File: src/rtl/bp_pkg.sv
`default_nettype none
// +----------------------------------------------------------------------+
// | Module  : bp_pkg                                                     |
// | Brief   : Shared counter encodings, defaults and update helper for   |
// |           the 2-bit branch predictor.                                |
// | Rev     : 1.0                                                        |
// +----------------------------------------------------------------------+
package bp_pkg;

    typedef enum logic [1:0] {
        c_CTR_SNT = 2'b00,
        c_CTR_WNT = 2'b01,
        c_CTR_WT  = 2'b10,
        c_CTR_ST  = 2'b11
    } ctrState_e;

    localparam int unsigned c_DEFAULT_IDX_BITS   = 4;
    localparam logic [1:0]  c_DEFAULT_INIT_STATE = 2'b01;

    function automatic logic [1:0] satUpdate(input logic [1:0] ctr, input logic taken);
        logic [1:0] nxt;
        nxt = ctr;
        if (taken && (ctr != c_CTR_ST)) begin
            nxt = ctr + 2'd1;
        end else if (!taken && (ctr != c_CTR_SNT)) begin
            nxt = ctr - 2'd1;
        end
        return nxt;
    endfunction

endpackage
`default_nettype wire

File: src/rtl/bht_table.sv
`default_nettype none
// +----------------------------------------------------------------------+
// | Module  : bht_table                                                  |
// | Brief   : Array of 2-bit saturating counters, one read port and one  |
// |           write (update) port; reads see the pre-update value.       |
// | Rev     : 1.0                                                        |
// +----------------------------------------------------------------------+
module bht_table
    import bp_pkg::*;
#(
    parameter int unsigned IDX_BITS   = c_DEFAULT_IDX_BITS,
    parameter logic [1:0]  INIT_STATE = c_DEFAULT_INIT_STATE
) (
    input  logic                clk,
    input  logic                rst_n,
    input  logic [IDX_BITS-1:0] i_rdIdx,
    output logic [1:0]          o_rdCtr,
    input  logic                i_wrEn,
    input  logic [IDX_BITS-1:0] i_wrIdx,
    input  logic                i_wrTaken
);

    localparam int unsigned c_DEPTH = 1 << IDX_BITS;

    logic [1:0] r_counters [c_DEPTH];

    assign o_rdCtr = r_counters[i_rdIdx];

    always_ff @(posedge clk or negedge rst_n) begin
        if (!rst_n) begin
            for (int unsigned i = 0; i < c_DEPTH; i++) begin
                r_counters[i] <= INIT_STATE;
            end
        end else if (i_wrEn) begin
            r_counters[i_wrIdx] <= satUpdate(r_counters[i_wrIdx], i_wrTaken);
        end
    end

endmodule
`default_nettype wire

File: src/rtl/branch_predictor.sv
`default_nettype none
// +----------------------------------------------------------------------+
// | Module  : branch_predictor                                           |
// | Brief   : Decode-stage 2-bit dynamic branch predictor with execute-  |
// |           stage resolution, PC redirect and statistics counters.     |
// | Rev     : 1.0                                                        |
// +----------------------------------------------------------------------+
module branch_predictor
    import bp_pkg::*;
#(
    parameter int unsigned IDX_BITS   = c_DEFAULT_IDX_BITS,
    parameter logic [1:0]  INIT_STATE = c_DEFAULT_INIT_STATE
) (
    input  logic        clk,
    input  logic        rst_n,
    input  logic        iBranch_RegD,
    input  logic [31:0] iPC_RegD,
    input  logic [31:0] iTarget_RegD,
    input  logic        iStall_Dec,
    input  logic        iBranch_RegE,
    input  logic        iZero_RegE,
    output logic [1:0]  obranch_predict,
    output logic        oPCRedirect,
    output logic [31:0] oPCTarget,
    output logic [15:0] ocnt_branch,
    output logic [15:0] ocnt_miss
);

    logic                r_deValid;
    logic                r_dePred;
    logic [IDX_BITS-1:0] r_deIdx;
    logic [31:0]         r_deAltPc;
    logic [15:0]         r_cntBranch;
    logic [15:0]         r_cntMiss;

    logic [IDX_BITS-1:0] w_rdIdx;
    logic [1:0]          w_rdCtr;
    logic                w_resolve;
    logic                w_mispredict;
    logic                w_predictTaken;

    assign w_rdIdx = iPC_RegD[IDX_BITS+1:2];

    bht_table #(
        .IDX_BITS   (IDX_BITS),
        .INIT_STATE (INIT_STATE)
    ) uBht (
        .clk       (clk),
        .rst_n     (rst_n),
        .i_rdIdx   (w_rdIdx),
        .o_rdCtr   (w_rdCtr),
        .i_wrEn    (w_resolve),
        .i_wrIdx   (r_deIdx),
        .i_wrTaken (iZero_RegE)
    );

    assign w_resolve    = r_deValid & iBranch_RegE;
    assign w_mispredict = w_resolve & (iZero_RegE != r_dePred);
    // rst_n gating keeps the outputs quiet even if INIT_STATE predicts taken
    assign w_predictTaken = rst_n & iBranch_RegD & w_rdCtr[1] & ~iStall_Dec & ~w_mispredict;

    assign obranch_predict = {w_mispredict, w_predictTaken};
    assign oPCRedirect     = w_mispredict | w_predictTaken;
    assign oPCTarget       = w_mispredict ? r_deAltPc : iTarget_RegD;
    assign ocnt_branch     = r_cntBranch;
    assign ocnt_miss       = r_cntMiss;

    // The stored alternate PC is the path not taken by the prediction
    always_ff @(posedge clk or negedge rst_n) begin
        if (!rst_n) begin
            r_deValid <= 1'b0;
            r_dePred  <= 1'b0;
            r_deIdx   <= '0;
            r_deAltPc <= '0;
        end else if (iStall_Dec || w_mispredict) begin
            r_deValid <= 1'b0;
        end else begin
            r_deValid <= iBranch_RegD;
            r_dePred  <= w_predictTaken;
            r_deIdx   <= w_rdIdx;
            r_deAltPc <= w_predictTaken ? (iPC_RegD + 32'd4) : iTarget_RegD;
        end
    end

    always_ff @(posedge clk or negedge rst_n) begin
        if (!rst_n) begin
            r_cntBranch <= '0;
            r_cntMiss   <= '0;
        end else begin
            if (w_resolve && (r_cntBranch != 16'hFFFF)) begin
                r_cntBranch <= r_cntBranch + 16'd1;
            end
            if (w_mispredict && (r_cntMiss != 16'hFFFF)) begin
                r_cntMiss <= r_cntMiss + 16'd1;
            end
        end
    end

endmodule
`default_nettype wire

File: config.mk
export PLATFORM = sky130hd
export DESIGN_NAME = branch_predictor
export DESIGN_NICKNAME = d
export VERILOG_FILES = /design/src/rtl/bp_pkg.sv /design/src/rtl/bht_table.sv /design/src/rtl/branch_predictor.sv
export SDC_FILE = /design/constraint.sdc
export NUM_CORES = 1
export LEC_CHECK = 0
export BUFFER_PORTS_ARGS = -buffer_cell sky130_fd_sc_hd__buf_4
export CAP_MARGIN = 0
export CELL_PAD_IN_SITES_DETAIL_PLACEMENT = 1
export CELL_PAD_IN_SITES_GLOBAL_PLACEMENT = 2
export CORE_MARGIN = 2
export CORE_UTILIZATION = 38
export CTS_BUF_LIST = sky130_fd_sc_hd__clkbuf_8 sky130_fd_sc_hd__clkbuf_16
export DETAILED_ROUTE_END_ITERATION = 6
export PLACE_DENSITY = 0.88
export SLEW_MARGIN = 0
export SYNTH_ARGS = -nofsm -noshare
export SYNTH_HDL_FRONTEND = slang
export SYNTH_SLANG_ARGS = --single-unit
File: constraint.sdc
create_clock -name clk -period 7.8 [get_ports clk]
set_clock_uncertainty 0.05 [all_clocks]
set_input_delay 0.78 -clock clk [delete_from_list [all_inputs] [get_ports clk]]
set_output_delay 0.78 -clock clk [all_outputs]
set_load 0.01 [all_outputs]
* Word level (Yosys, flattened, before mapping) *
Index checks and enable logic that the tools add are counted.

word-level totals
  register bits after elaboration = 102
  input port bits = 70
  output and inout bits = 67
  word-level logic and storage cells = 68

cells by class
  muxes and demuxes = 15
  eq/ne operators = 4
  bitwise gates (word level) = 11
  add/subtract/negate cells = 5
  reduce and logical (&&, ||, !) cells = 8
  $lt $le $gt $ge = 3

operators by type and width
  operator                                            count
  2-to-1 mux 32 bit                                   2
  adder 16 x 1 -> 16 bit, second input constant       2
  adder 32 x 3 -> 32 bit, second input constant       1
  bitwise mux 32 bit                                  1
  inequality test 16 bit, second input constant       2
  binary-select mux 2 bit (select 4 bit)              2
  2-to-1 mux 2 bit                                    8
  >= comparator 5 bit, second input constant          2
  inverter 4 -> 5 bit                                 2
  demux 2 bit (select 4 bit)                          1
  bitwise AND 1 bit                                   6
  logical AND 1 bit                                   5
  < comparator 5 x 1 -> 1 bit, second input constant  1
  adder 2 x 1 -> 2 bit, second input constant         1
  inequality test 2 bit, second input constant        1
  inverter 1 bit                                      2
  nonzero test 2 bit                                  1
  subtractor 2 x 1 -> 2 bit, second input constant    1
  zero test 1 bit                                     1
  logical OR 1 bit                                    1
  2-to-1 mux 1 bit                                    1
  inequality test 1 bit                               1
  bitwise OR 1 bit                                    1

* Depth between registers and ports, before layout *
Gate-level depths: netlist (run 1).

  depth in word-level cells = 10
  mapped depth = 15
  mapped depth without buffers = 11

* Modules after synthesis *
Synthesis (run 1) repeated with hierarchy kept, for this count alone.

unflattened totals
  cells, all modules = 674
  area total of the unflattened synthesis = 6,183.4 um2

modules (own cells, without submodules)
  module            area an instance (um2)  times used  cells each  sequential area each (um2)
  branch_predictor  4,167.7                 1           516         1,751.7
  bht_table         2,015.7                 1           158         820.8

* Worst setup path after synthesis (run 1) *
No wires, ideal clock.

  kind = in2out
  start point = in iPC_RegD[4]
  end point = out oPCRedirect
  required time = 6,970 ps
  buffers on the path = 2
  stages = 7
  path slack = 4,594 ps
  arrival time = 2,376 ps
  cell sequence = buf_6 -> mux4_1 -> mux2_2 -> mux2_4 -> nand2_4 -> buf_6 -> o21ai_0

between the ends
  word-level cells in the longest chain between the ends = 8

ends and longest elaborated chain
  element                                               line                    RTL
  start, declared                                       branch_predictor.sv:17  input logic [31:0] iPC_RegD,
  inverter 4 -> 5 bit (implied by the code)             bht_table.sv:27         assign o_rdCtr = r_counters[i_rdIdx];
  binary-select mux 2 bit (select 4 bit)                bht_table.sv:27
  2-to-1 mux 2 bit (implied by the code) (2 in series)  bht_table.sv:27
  bitwise AND 1 bit (3 in series)                       branch_predictor.sv:60  assign w_predictTaken = rst_n & iBranch_RegD & w_rdCtr[1] & ~iStall_Dec & ~w_mispredict;
  bitwise OR 1 bit                                      branch_predictor.sv:63  assign oPCRedirect = w_mispredict | w_predictTaken;
  end, declared                                         branch_predictor.sv:23  output logic oPCRedirect,

No other way between the ends. The select of a mux whose other input is x is not followed.

* Worst setup path after layout (run 1) *
  start point = in rst_n
  end point = out obranch_predict[0]

between the ends
  word-level cells in the longest chain between the ends = 4

ends and longest elaborated chain
  element                          line                    RTL
  start, declared                  branch_predictor.sv:15  input logic rst_n,
  bitwise AND 1 bit (4 in series)  branch_predictor.sv:60
  end, declared                    branch_predictor.sv:22  output logic [1:0] obranch_predict,

No other way between the ends.

==> results.env, run 1 <==
INITIAL_UTILIZATION_PCT=39.0
PLACE_CONGESTION=0.798
FIRST_PASS_ITERS=5
POSTSYNTHCELLCOUNT=671
ANTENNA_FOUND_INITIAL=0
SYN_AREA_PER_CELL_SQ_UM=10.0
CP-END-KIND='primary output'
CHIPHEIGHT_UM=137
SLEW_HEADROOM_PCT=23.8
YOSYS.AREA.TOP_TYPE_SHARE_PCT=31.9
GRT_PASS1_WL_UM=33900
N_FILL_CELL=1972
CTS_REPAIR_RESIZE_COUNT=0
SYNTH.YOSYS.SEQ_AREA_SHARE_PCT=38.2
CTS_INSERTED_BUFFERS=9
HOLDCRITPATHCLASS='in2async'
CRIT_TYPE='in2out'
PORT_BUFFERS=136
CRITICAL_PATH_REQUIRED_NS=6.97
SYNTH_FP_NETS=746
TRANSITION_TIME_AT_THE_PIN_WITH_THE_LEAST_SLEW_MARGIN_NS=1.14
DESIGN.DIE.AREA_SQ_MM=0.0188
TOP_CELL_TYPE_BY_TOTAL_AREA_AFTER_SYNTHESIS='dfrtp_1'
DETAIL-ROUTE-ANTENNA-NETS=0
GR_OVERFLOW_TOTAL=0
GRT_PASS1_VIAS=6316
VIA_PER_INST=5.98
SYN_TO_FINAL_GROWTH_PCT=19.4
CTS_HOLD_REPAIR.BUFFERS=0
LAYOUT-DRIVE-GT1-SHARE_PCT=34.5
SYNTH_TOP_AREA_CELLS='dfrtp_1, mux2_2, dfstp_2, nand2_1, xnor2_1'
DRV_SLEW=0
RSZ0062_AT_GRT='no'
CTS.ROOT.BUFFER_CELL='clkbuf_16'
CRIT-REG2REG-CAPTURE='uBht.r_counters[11]'
CPMAXSTAGEDELAYCELL='nor2_2'
SYNTH_EDF_COUNT=0
YOSYSWARNINGCOUNT=0
DP_WORST_SETUP_SLACK_NS=4.12
R2R-START='r_deIdx[3]'
WORST_SETUP_PATH_START_KIND='primary input'
SEQCELLAREA_SQ_MM=0.00257
GRTUSAGETOTAL_PCT=22.9
REMAINING_DRC_ERRORS=0
WL_PER_CELL_UM=20.9
MAX_STAGE_DELAY_NS=0.72
SOURCE_OF_THE_CRITICAL_TIMING_PATH='rst_n'
ANTENNA_CELLS_INSERTED=0
ASYNC_SET_RESET_FLOP_SHARE_OUT_OF_SYNTHESIS_PCT=100
SYNTH_AREA_SQ_MM=0.00674
LAYOUT_MIN_CYCLE_TIME_NS=3.66
REPORT.FINAL.HOLD_VIOL_COUNT=0
CTS_TREE='built'
POWER_PER_UNIT_OF_STANDARD_CELL_AREA_mW_PER_MM2=226
VDD.IR_DROP.WORST_uV=124
PLACE_HPWL_UM=15100
CRIT_TOP_CELL='buf_4'
CRITICAL_PATH.MAX_FANOUT=50
FINALNETCOUNT=852
WORSTSKEWPAIRLATENCY_NS=0.36
GRT_MAX_DEGREE=66
REGTOREGSETUPSLACK_NS=4.20
NUM_IO_PINS=137
VIAS=6021
FINALWIRELENGTH_UM=21000
DESIGN.CORE.AREA_SQ_MM=0.0173
CTS_BUFFER_DEPTH=2
MULTIINPUTGATEAREA_SQ_MM=0.00377
MAXCAPVIOLATIONS=0
FINAL_MIN_PERIOD_OVER_CLOCK_PERIOD_PCT=46.9
INITIALDRTVIOLATIONCOUNT=387
WORST-ENDPOINT-ARRIVAL_NS=2.83
CLOCK_SINKS=102
REG2REGPATHDEPTH=10
NETLIST_TOP_CELLS_COUNT='dfrtp_1, nand2_1, mux2_2'
CLK_PIN_SLEW_NS=0.08
CP_NUM_BUF_INV=3
WORST_PATH_DOMINANT_CELL_FAMILY='simple AND/OR/NAND/NOR gates'
YOSYS_MOST_USED_DFF='dfrtp_1'
STD_CELL_ROWS=48
YS_SEQ_ELEMENTS=102
POWER.STATIC_LEAKAGE_nW=3.37
YOSYS.CELL_TYPES.COUNT=60
POST-CTS-SETUP-BUFFERS=0
OUTCOME='complete, no violations'
FINALSETUPVIOLCOUNT=0
CRIT_PATH_CELL_TRACE='buf_4 > nand2_1 > nor2_2 > nand3_1 > inv_1 > buf_4'
H-TREE-DEPTH=3
FINAL_CRITICAL_PATH_SETUP_SLACK_NS=4.14
DIE_X_UM=137
TIMING.SETUP.TNS_NS=0
CLOCK.FMAX_GHz=0.273
SYNTH_MOST_COMMON_CELL='dfrtp_1'
## layer usage
metal  GRT usage [%]  part of all wire [%]  routed length [um]
met2            38.1                    49               10300
met1            30.2                    44                9270
met3            3.78                   5.2                1090
met4            8.08                   1.9                 397
met5               0                     0                   0
## state kept, by name, indices dropped and copies added (netlist names)
register	cells
r_dePred	1
uBht.r_counters	32
r_deIdx	4
r_deAltPc	32
ocnt_miss	16
ocnt_branch	16
r_deValid	1
## cells in the final DEF, fill, tap and decap left out, drive strengths merged, types with 10 or more instances in the layout
| cell type | n |
|---|---|
| a21oi | 36 |
| and3 | 10 |
| buf | 143 |
| dfrtp | 86 |
| dfstp | 16 |
| inv | 18 |
| mux2 | 57 |
| nand2 | 73 |
| nand3 | 23 |
| nand4 | 19 |
| nor2 | 32 |
| nor3 | 15 |
| nor4 | 23 |
| o211ai | 20 |
| o311ai | 30 |
| o31ai | 16 |
| o41ai | 18 |
| or2 | 20 |
| xnor2 | 30 |
| xor2 | 19 |
## report_power, final
| part | internal [mW] | switching, mW | leakage, nW |
|---|---|---|---|
| logic | 0.266 | 0.336 | 1.95 |
| clock network | 0.251 | 0.225 | 0.153 |
| registers | 0.644 | 0.0926 | 1.26 |
| total | 1.16 | 0.653 | 3.37 |
## logic make-up after synthesis
family,count (synthesis),synth area share (%)
muxes,68,13.3
AOI/OAI and AO/OA,142,16.0
xor gates and xnor gates,49,6.37
and+or+nand+nor,244,19.2
adders and majority gates,5,0.929
buffers and inverters,61,5.98
DFF,102,38.2
## through the flow
step	total power, mW	area, sq um	std cells	hold WS (ns)	util, %
after global placement	1.30	7750	991	0.408	44.8
final	1.82	8040	1007	0.371	46.5
after floorplan	1.13	6740	671	0.392	-
after global routing	1.91	8040	1007	0.432	46.5
after detailed placement	1.34	7750	991	0.415	44.8
after CTS	1.82	8040	1007	0.403	46.5
## worst max-delay path by stage
stage / slack [ns] / end / cells after the start
floorplan: 4.59 / oPCRedirect / 7
global placement: 4.24 / oPCRedirect / 6
detailed placement: 4.12 / obranch_predict[0] / 6
CTS: 4.09 / obranch_predict[0] / 6
global route: 3.87 / obranch_predict[0] / 6
finish: 4.14 / obranch_predict[0] / 6
## worst register-to-register path, stage by stage (launching register included)
cell and delay [ns]:
dfrtp_1 0.79, mux2_1 0.41, o22ai_1 0.20, buf_4 0.28, nor2_1 0.08, a21oi_1 0.25
ha_1 0.30, inv_1 0.38, o311ai_0 0.28, o41ai_1 0.34, a21oi_1 0.09
## final cells by class
cell class / instances / area share [%]
Clock buffer: 9 / 2.80
Clock inverter: 7 / 0.902
Inverter: 13 / 0.607
Multi-Input combinational cell: 508 / 46.9
Sequential cell: 102 / 32.0
Tap cell: 225 / 3.50
Timing Repair Buffer: 143 / 13.3
No activity file was read; power rests on OpenSTA's default activity.
==> run 2, diff against run 1 <==
--- a/config.mk
+++ b/config.mk
@@ -10,10 +10,10 @@
 export CELL_PAD_IN_SITES_DETAIL_PLACEMENT = 1
 export CELL_PAD_IN_SITES_GLOBAL_PLACEMENT = 2
 export CORE_MARGIN = 2
-export CORE_UTILIZATION = 38
+export CORE_UTILIZATION = 31
 export CTS_BUF_LIST = sky130_fd_sc_hd__clkbuf_8 sky130_fd_sc_hd__clkbuf_16
 export DETAILED_ROUTE_END_ITERATION = 6
-export PLACE_DENSITY = 0.88
+export PLACE_DENSITY = 0.77
 export SLEW_MARGIN = 0
 export SYNTH_ARGS = -nofsm -noshare
 export SYNTH_HDL_FRONTEND = slang
==> constraint.sdc (replaced) <==
create_clock -name clk -period 3.2 [get_ports clk]
set_clock_uncertainty 0.05 [all_clocks]
set_input_delay 0.32 -clock clk [delete_from_list [all_inputs] [get_ports clk]]
set_output_delay 0.32 -clock clk [all_outputs]
set_load 0.01 [all_outputs]
==> results.env, run 2 (same netlist as run 1, synthesis figures left out) <==
OUTCOME='complete, no violations'
CTS_TREE='built'
CLOCK_SINKS=102
PLACE_HPWL_UM=16000
CTS_BUFFER_DEPTH=2
WL_PER_CELL_UM=20.6
FINAL_MIN_PERIOD_OVER_CLOCK_PERIOD_PCT=91.9
POWER_PER_UNIT_OF_STANDARD_CELL_AREA_mW_PER_MM2=547
INITIALDRTVIOLATIONCOUNT=379
DIE_X_UM=151
CLOCK.FMAX_GHz=0.340
STD_CELL_ROWS=53
SEQCELLAREA_SQ_MM=0.00257
CTS_INSERTED_BUFFERS=9
DP_CELLS=1054
PORT_BUFFERS=136
TRANSITION_TIME_AT_THE_PIN_WITH_THE_LEAST_SLEW_MARGIN_NS=1.19
NUM_IO_PINS=137
WORST-ENDPOINT-ARRIVAL_NS=2.57
FIRST_PASS_ITERS=4
VDD.IR_DROP.WORST_uV=298
CRITICAL_PATH_REQUIRED_NS=2.83
ANTENNA_CELLS_INSERTED=0
VIAS=6032
HOLDCRITPATHCLASS='in2reg'
TIMING.SETUP.TNS_NS=0
DRV_SLEW=0
DESIGN.DIE.AREA_SQ_MM=0.0229
WORST_SETUP_PATH_START_KIND='flop'
CHIPHEIGHT_UM=151
LAYOUT.CELLS.MOST_COMMON='buf_4'
FIN_WORST_HOLD_SLACK_NS=0.136
WORSTSKEWPAIRLATENCY_NS=0.35
H-TREE-DEPTH=3
GRT_PASS1_VIAS=6230
REMAINING_DRC_ERRORS=0
REPORT.FINAL.HOLD_VIOL_COUNT=0
PLACE_CONGESTION=0.805
POST_ROUTE_NON_FILLER_STANDARD_CELL_COUNT=1071
RSZ0062_AT_GRT='no'
FINAL_CRITICAL_PATH_SETUP_SLACK_NS=0.259
CRITICAL_PATH.MAX_FANOUT=19
LAYOUT-DRIVE-GT1-SHARE_PCT=36.2
CTS.ROOT.BUFFER_CELL='clkbuf_16'
GRT_MAX_DEGREE=82
SLEW_HEADROOM_PCT=20.9
CLK_PIN_SLEW_NS=0.07
INITIAL_UTILIZATION_PCT=31.9
SYN_TO_FINAL_GROWTH_PCT=22.6
REG_TOP3='r_deAltPc: 32 flops, uBht.r_counters: 32 flops'
FINALNETCOUNT=866
POWER.STATIC_LEAKAGE_nW=3.44
CRIT_TYPE='reg2out'
GRTUSAGETOTAL_PCT=19.4
CP-END-KIND='primary output'
FINALSETUPVIOLCOUNT=0
N_FILL_CELL=2390
LAYOUT_COMMON_CELLS='buf_4, dfrtp_1, nand2_1'
FINALWIRELENGTH_UM=22100
DETAIL-ROUTE-ANTENNA-NETS=0
VIA_PER_INST=5.63
MAXCAPVIOLATIONS=0
DESIGN.CORE.AREA_SQ_MM=0.0212
ANTENNA_FOUND_INITIAL=0
GRT_PASS1_WL_UM=34500
GR_OVERFLOW_TOTAL=0
UTILIZATION_PCT=39.0
DP_WORST_SETUP_SLACK_NS=0.0514
MULTIINPUTGATEAREA_SQ_MM=0.00378
LAYOUT_MIN_CYCLE_TIME_NS=2.94
## run 2: cell types whose count changed in the layout (fill, tap and decap cells not counted), moves of 2 or more
| cell | change |
|---|---|
| inv_1 | -3 |
| dfrtp_2 | +2 |
| buf_4 | +12 |
| dfrtp_1 | -2 |
| inv_6 | -2 |
| inv_8 | +2 |
## run 2: layout make-up
class | count | area share, %
tap | 275 | 4.17
clock inverter | 7 | 1.09
multi-input combinational | 508 | 45.7
clock buffer | 9 | 2.73
timing repair buffer | 157 | 14.5
inverter | 13 | 0.636
sequential | 102 | 31.2
## run 2: routing by layer
layer  vias up  wire length (um)  global-route usage [%]  share of wire, %
li1       2794                 -                       -                 -
met1      3060              9670                    25.5                44
met2       163             11000                    33.6                50
met3        15              1110                    2.50               5.0
met4         0               258                    5.14               1.2
met5         -                 0                       0                 0
## run 2: path summary, 6_finish.rpt
path / startpoint / endpoint / slack (ns) / cells past startpoint
worst max-delay path: uBht.r_counters[7] / obranch_predict[0] / 0.26 / 6
worst min-delay path: iBranch_RegD / r_deValid / 0.14 / 2
worst max register to register: r_deIdx[0] / uBht.r_counters[25] / 0.26 / 10
worst min register to register: r_deAltPc[23] / r_deAltPc[23] / 0.42 / 2
max in group asynchronous: rst_n / r_deIdx[0] / 1.32 / 3
min in group asynchronous: rst_n / r_deAltPc[20] / 0.35 / 2
## run 2: report_power, final
| part | total [mW] | leakage (nW) | internal, mW | switching (mW) |
|---|---|---|---|---|
| logic | 1.54 | 2.02 | 0.691 | 0.850 |
| registers | 1.80 | 1.26 | 1.57 | 0.227 |
| clock network | 1.18 | 0.154 | 0.627 | 0.553 |
## run 2: worst max-delay path, stage by stage, from the launching register on
cell,delay (ns)
dfrtp_1,0.44
mux4_1,0.53
mux2_2,0.32
mux2_4,0.39
nand3_1,0.28
inv_1,0.09
buf_4,0.15
## run 2: repair_timing
item,CTS,global route
hold buffers,1,0
resized for setup,0,5
hold endpoints to repair,21,0
endpoints found under the setup margin,0,31
setup buffers,0,0
## run 2: stage by stage
stage                     cell area [sq um]  power (mW)
after floorplan                        6740        2.76
after global placement                 7920        3.25
after detailed placement               7920        3.34
after CTS                              8240        4.54
after global routing                   8260        4.78
final                                  8260        4.52
==> run 3, diff against run 2 <==
--- a/config.mk
+++ b/config.mk
@@ -5,12 +5,13 @@
 export SDC_FILE = /design/constraint.sdc
 export NUM_CORES = 1
 export LEC_CHECK = 0
+export ABC_AREA = 1
 export BUFFER_PORTS_ARGS = -buffer_cell sky130_fd_sc_hd__buf_4
 export CAP_MARGIN = 0
 export CELL_PAD_IN_SITES_DETAIL_PLACEMENT = 1
 export CELL_PAD_IN_SITES_GLOBAL_PLACEMENT = 2
 export CORE_MARGIN = 2
-export CORE_UTILIZATION = 31
+export CORE_UTILIZATION = 27
 export CTS_BUF_LIST = sky130_fd_sc_hd__clkbuf_8 sky130_fd_sc_hd__clkbuf_16
 export DETAILED_ROUTE_END_ITERATION = 6
 export PLACE_DENSITY = 0.77
==> results.env, run 3 <==
OUTCOME='complete, no violations'
POSTSYNTHCELLCOUNT=982
POST-CTS-SETUP-BUFFERS=0
SYNTH_MOST_COMMON_CELL='nand2_1'
CTS_INSERTED_BUFFERS=9
INITIAL_UTILIZATION_PCT=27.5
POWER_PER_UNIT_OF_STANDARD_CELL_AREA_mW_PER_MM2=463
RSZ0062_AT_GRT='no'
HOLDCRITPATHCLASS='in2async'
PORT_BUFFERS=136
PLACE_CONGESTION=0.868
MAXCAPVIOLATIONS=0
FIRST_PASS_ITERS=4
POST_ROUTE_NON_FILLER_STANDARD_CELL_COUNT=1437
SYN_TO_FINAL_GROWTH_PCT=24.3
ASYNC_SET_RESET_FLOP_SHARE_OUT_OF_SYNTHESIS_PCT=100
ANTENNA_CELLS_INSERTED=0
POWER.STATIC_LEAKAGE_nW=4.22
FINAL_CRITICAL_PATH_SETUP_SLACK_NS=0.474
DIE_X_UM=162
WORST-ENDPOINT-ARRIVAL_NS=2.93
H-TREE-DEPTH=3
CLOCK.FMAX_GHz=0.367
YOSYS.CELL_TYPES.COUNT=32
ANTENNA_FOUND_INITIAL=0
LAYOUT.CELLS.MOST_COMMON='nand2_1'
CLOCK_SINKS=102
DESIGN.CORE.AREA_SQ_MM=0.0244
DETAIL-ROUTE-ANTENNA-NETS=0
WORST_SETUP_PATH_START_KIND='flop'
LAYOUT_MIN_CYCLE_TIME_NS=2.73
FINAL_MIN_PERIOD_OVER_CLOCK_PERIOD_PCT=85.2
SYNTH_AREA_SQ_MM=0.00672
NETLIST_TOP_CELLS_COUNT='nand2_1, inv_1, dfrtp_1'
DP_CELLS=1421
GRT_PASS1_VIAS=6740
LAYOUT-DRIVE-GT1-SHARE_PCT=19.0
SLEW_HEADROOM_PCT=46.1
DP_WORST_SETUP_SLACK_NS=0.502
FINALWIRELENGTH_UM=22300
YS_SEQ_ELEMENTS=102
SYNTH_TOP_AREA_CELLS='dfrtp_1, nand2_1, inv_1, dfstp_2, nand3_1'
NUM_IO_PINS=137
PLACE_HPWL_UM=17100
MULTIINPUTGATEAREA_SQ_MM=0.00346
CLK_PIN_SLEW_NS=0.08
WL_PER_CELL_UM=15.5
VIAS=6588
CHIPHEIGHT_UM=162
UTILIZATION_PCT=34.2
DRV_SLEW=0
WORSTSKEWPAIRLATENCY_NS=0.36
SYNTH_EDF_COUNT=0
GRT_MAX_DEGREE=59
REG_TOP3='r_deAltPc: 32 flops, uBht.r_counters: 32 flops'
CTS_HOLD_REPAIR.BUFFERS=0
FINAL_CELL_AREA_SQ_MM=0.00835
FINALNETCOUNT=1183
FIN_WORST_HOLD_SLACK_NS=0.0584
CTS_TREE='built'
INITIALDRTVIOLATIONCOUNT=255
STD_CELL_ROWS=57
YOSYS_MOST_USED_DFF='dfrtp_1'
VDD.IR_DROP.WORST_uV=233
SYNTH.YOSYS.SEQ_AREA_SHARE_PCT=38.3
REMAINING_DRC_ERRORS=0
GR_OVERFLOW_TOTAL=0
CP-END-KIND='flop'
CTS_REPAIR_RESIZE_COUNT=0
TOTALPOWERFINAL_mW=3.86
LAYOUT_COMMON_CELLS='nand2_1, buf_4, inv_1'
CTS.ROOT.BUFFER_CELL='clkbuf_16'
REPORT.FINAL.HOLD_VIOL_COUNT=0
FINALSETUPVIOLCOUNT=0
TOP_CELL_TYPE_BY_TOTAL_AREA_AFTER_SYNTHESIS='dfrtp_1'
SEQCELLAREA_SQ_MM=0.00257
YOSYS.AREA.TOP_TYPE_SHARE_PCT=32.0
YOSYSWARNINGCOUNT=0
N_FILL_CELL=3137
DPL-INSTANCE-AREA_SQ_MM=0.00803
CRIT_TYPE='reg2reg'
SYNTH_FP_NETS=1057
SYN_AREA_PER_CELL_SQ_UM=6.84
GRTUSAGETOTAL_PCT=17.3
DESIGN.DIE.AREA_SQ_MM=0.0262
TIMING.SETUP.TNS_NS=0
CTS_BUFFER_DEPTH=2
TRANSITION_TIME_AT_THE_PIN_WITH_THE_LEAST_SLEW_MARGIN_NS=0.809
CRITICAL_PATH_REQUIRED_NS=3.40
GRT_PASS1_WL_UM=35900
VIA_PER_INST=4.58
CRITICAL_PATH.MAX_FANOUT=16
## run 3: critical path, cell delays in order (launching register included)
cell	delay, ns
dfrtp_1	0.61
inv_1	0.11
nor2_1	0.35
nand2_1	0.09
nand4_1	0.08
nand2_1	0.05
nand2_1	0.11
nor2_4	0.06
ha_1	0.30
inv_1	0.09
nand2_1	0.40
nand3_1	0.24
nand2_1	0.07
## run 3: logic make-up after synthesis
| family | after synthesis | synth area share [%] |
|---|---|---|
| xor gates and xnor gates | 55 | 7.17 |
| adders and majority gates | 5 | 0.931 |
| AOI/OAI and AO/OA | 59 | 4.45 |
| buffers and inverters | 161 | 10.2 |
| DFF | 102 | 38.3 |
| and+or+nand+nor | 599 | 38.8 |
| muxes | 1 | 0.168 |
## run 3: area by class of cell
class                      instances  area share (%)
clock inverter                     7            1.14
timing repair buffer             147            13.2
sequential                       102            30.8
inverter                         129            5.83
multi-input combinational        719            41.5
tap                              324            4.85
clock buffer                       9            2.70
## run 3: layer usage
| metal | vias up | track usage [%] | wire length [um] |
|---|---|---|---|
| met5 | - | 0 | 0 |
| li1 | 3297 | - | - |
| met1 | 3149 | 24.3 | 11100 |
| met3 | 20 | 2.63 | 789 |
| met2 | 122 | 28.1 | 10100 |
| met4 | 0 | 4.34 | 299 |
## run 3: power by group
| group | internal (mW) | switching, mW | leakage [nW] |
|---|---|---|---|
| registers | 1.51 | 0.179 | 1.26 |
| clock network | 0.635 | 0.586 | 0.158 |
| logic | 0.374 | 0.581 | 2.80 |
| total | 2.52 | 1.35 | 4.22 |
## run 3: worst paths after layout
kind                                          start                   to  slack [ns]  cells past startpoint
worst max-delay path                     r_deIdx[0]  uBht.r_counters[19]        0.47                     12
worst min-delay path                          rst_n   uBht.r_counters[9]        0.06                      2
worst max register to register           r_deIdx[0]  uBht.r_counters[19]        0.47                     12
worst min register to register  uBht.r_counters[10]  uBht.r_counters[10]        0.42                      2
max in group asynchronous                     rst_n       ocnt_branch[7]        1.81                      3
min in group clk                       iBranch_RegD            r_deValid        0.13                      3
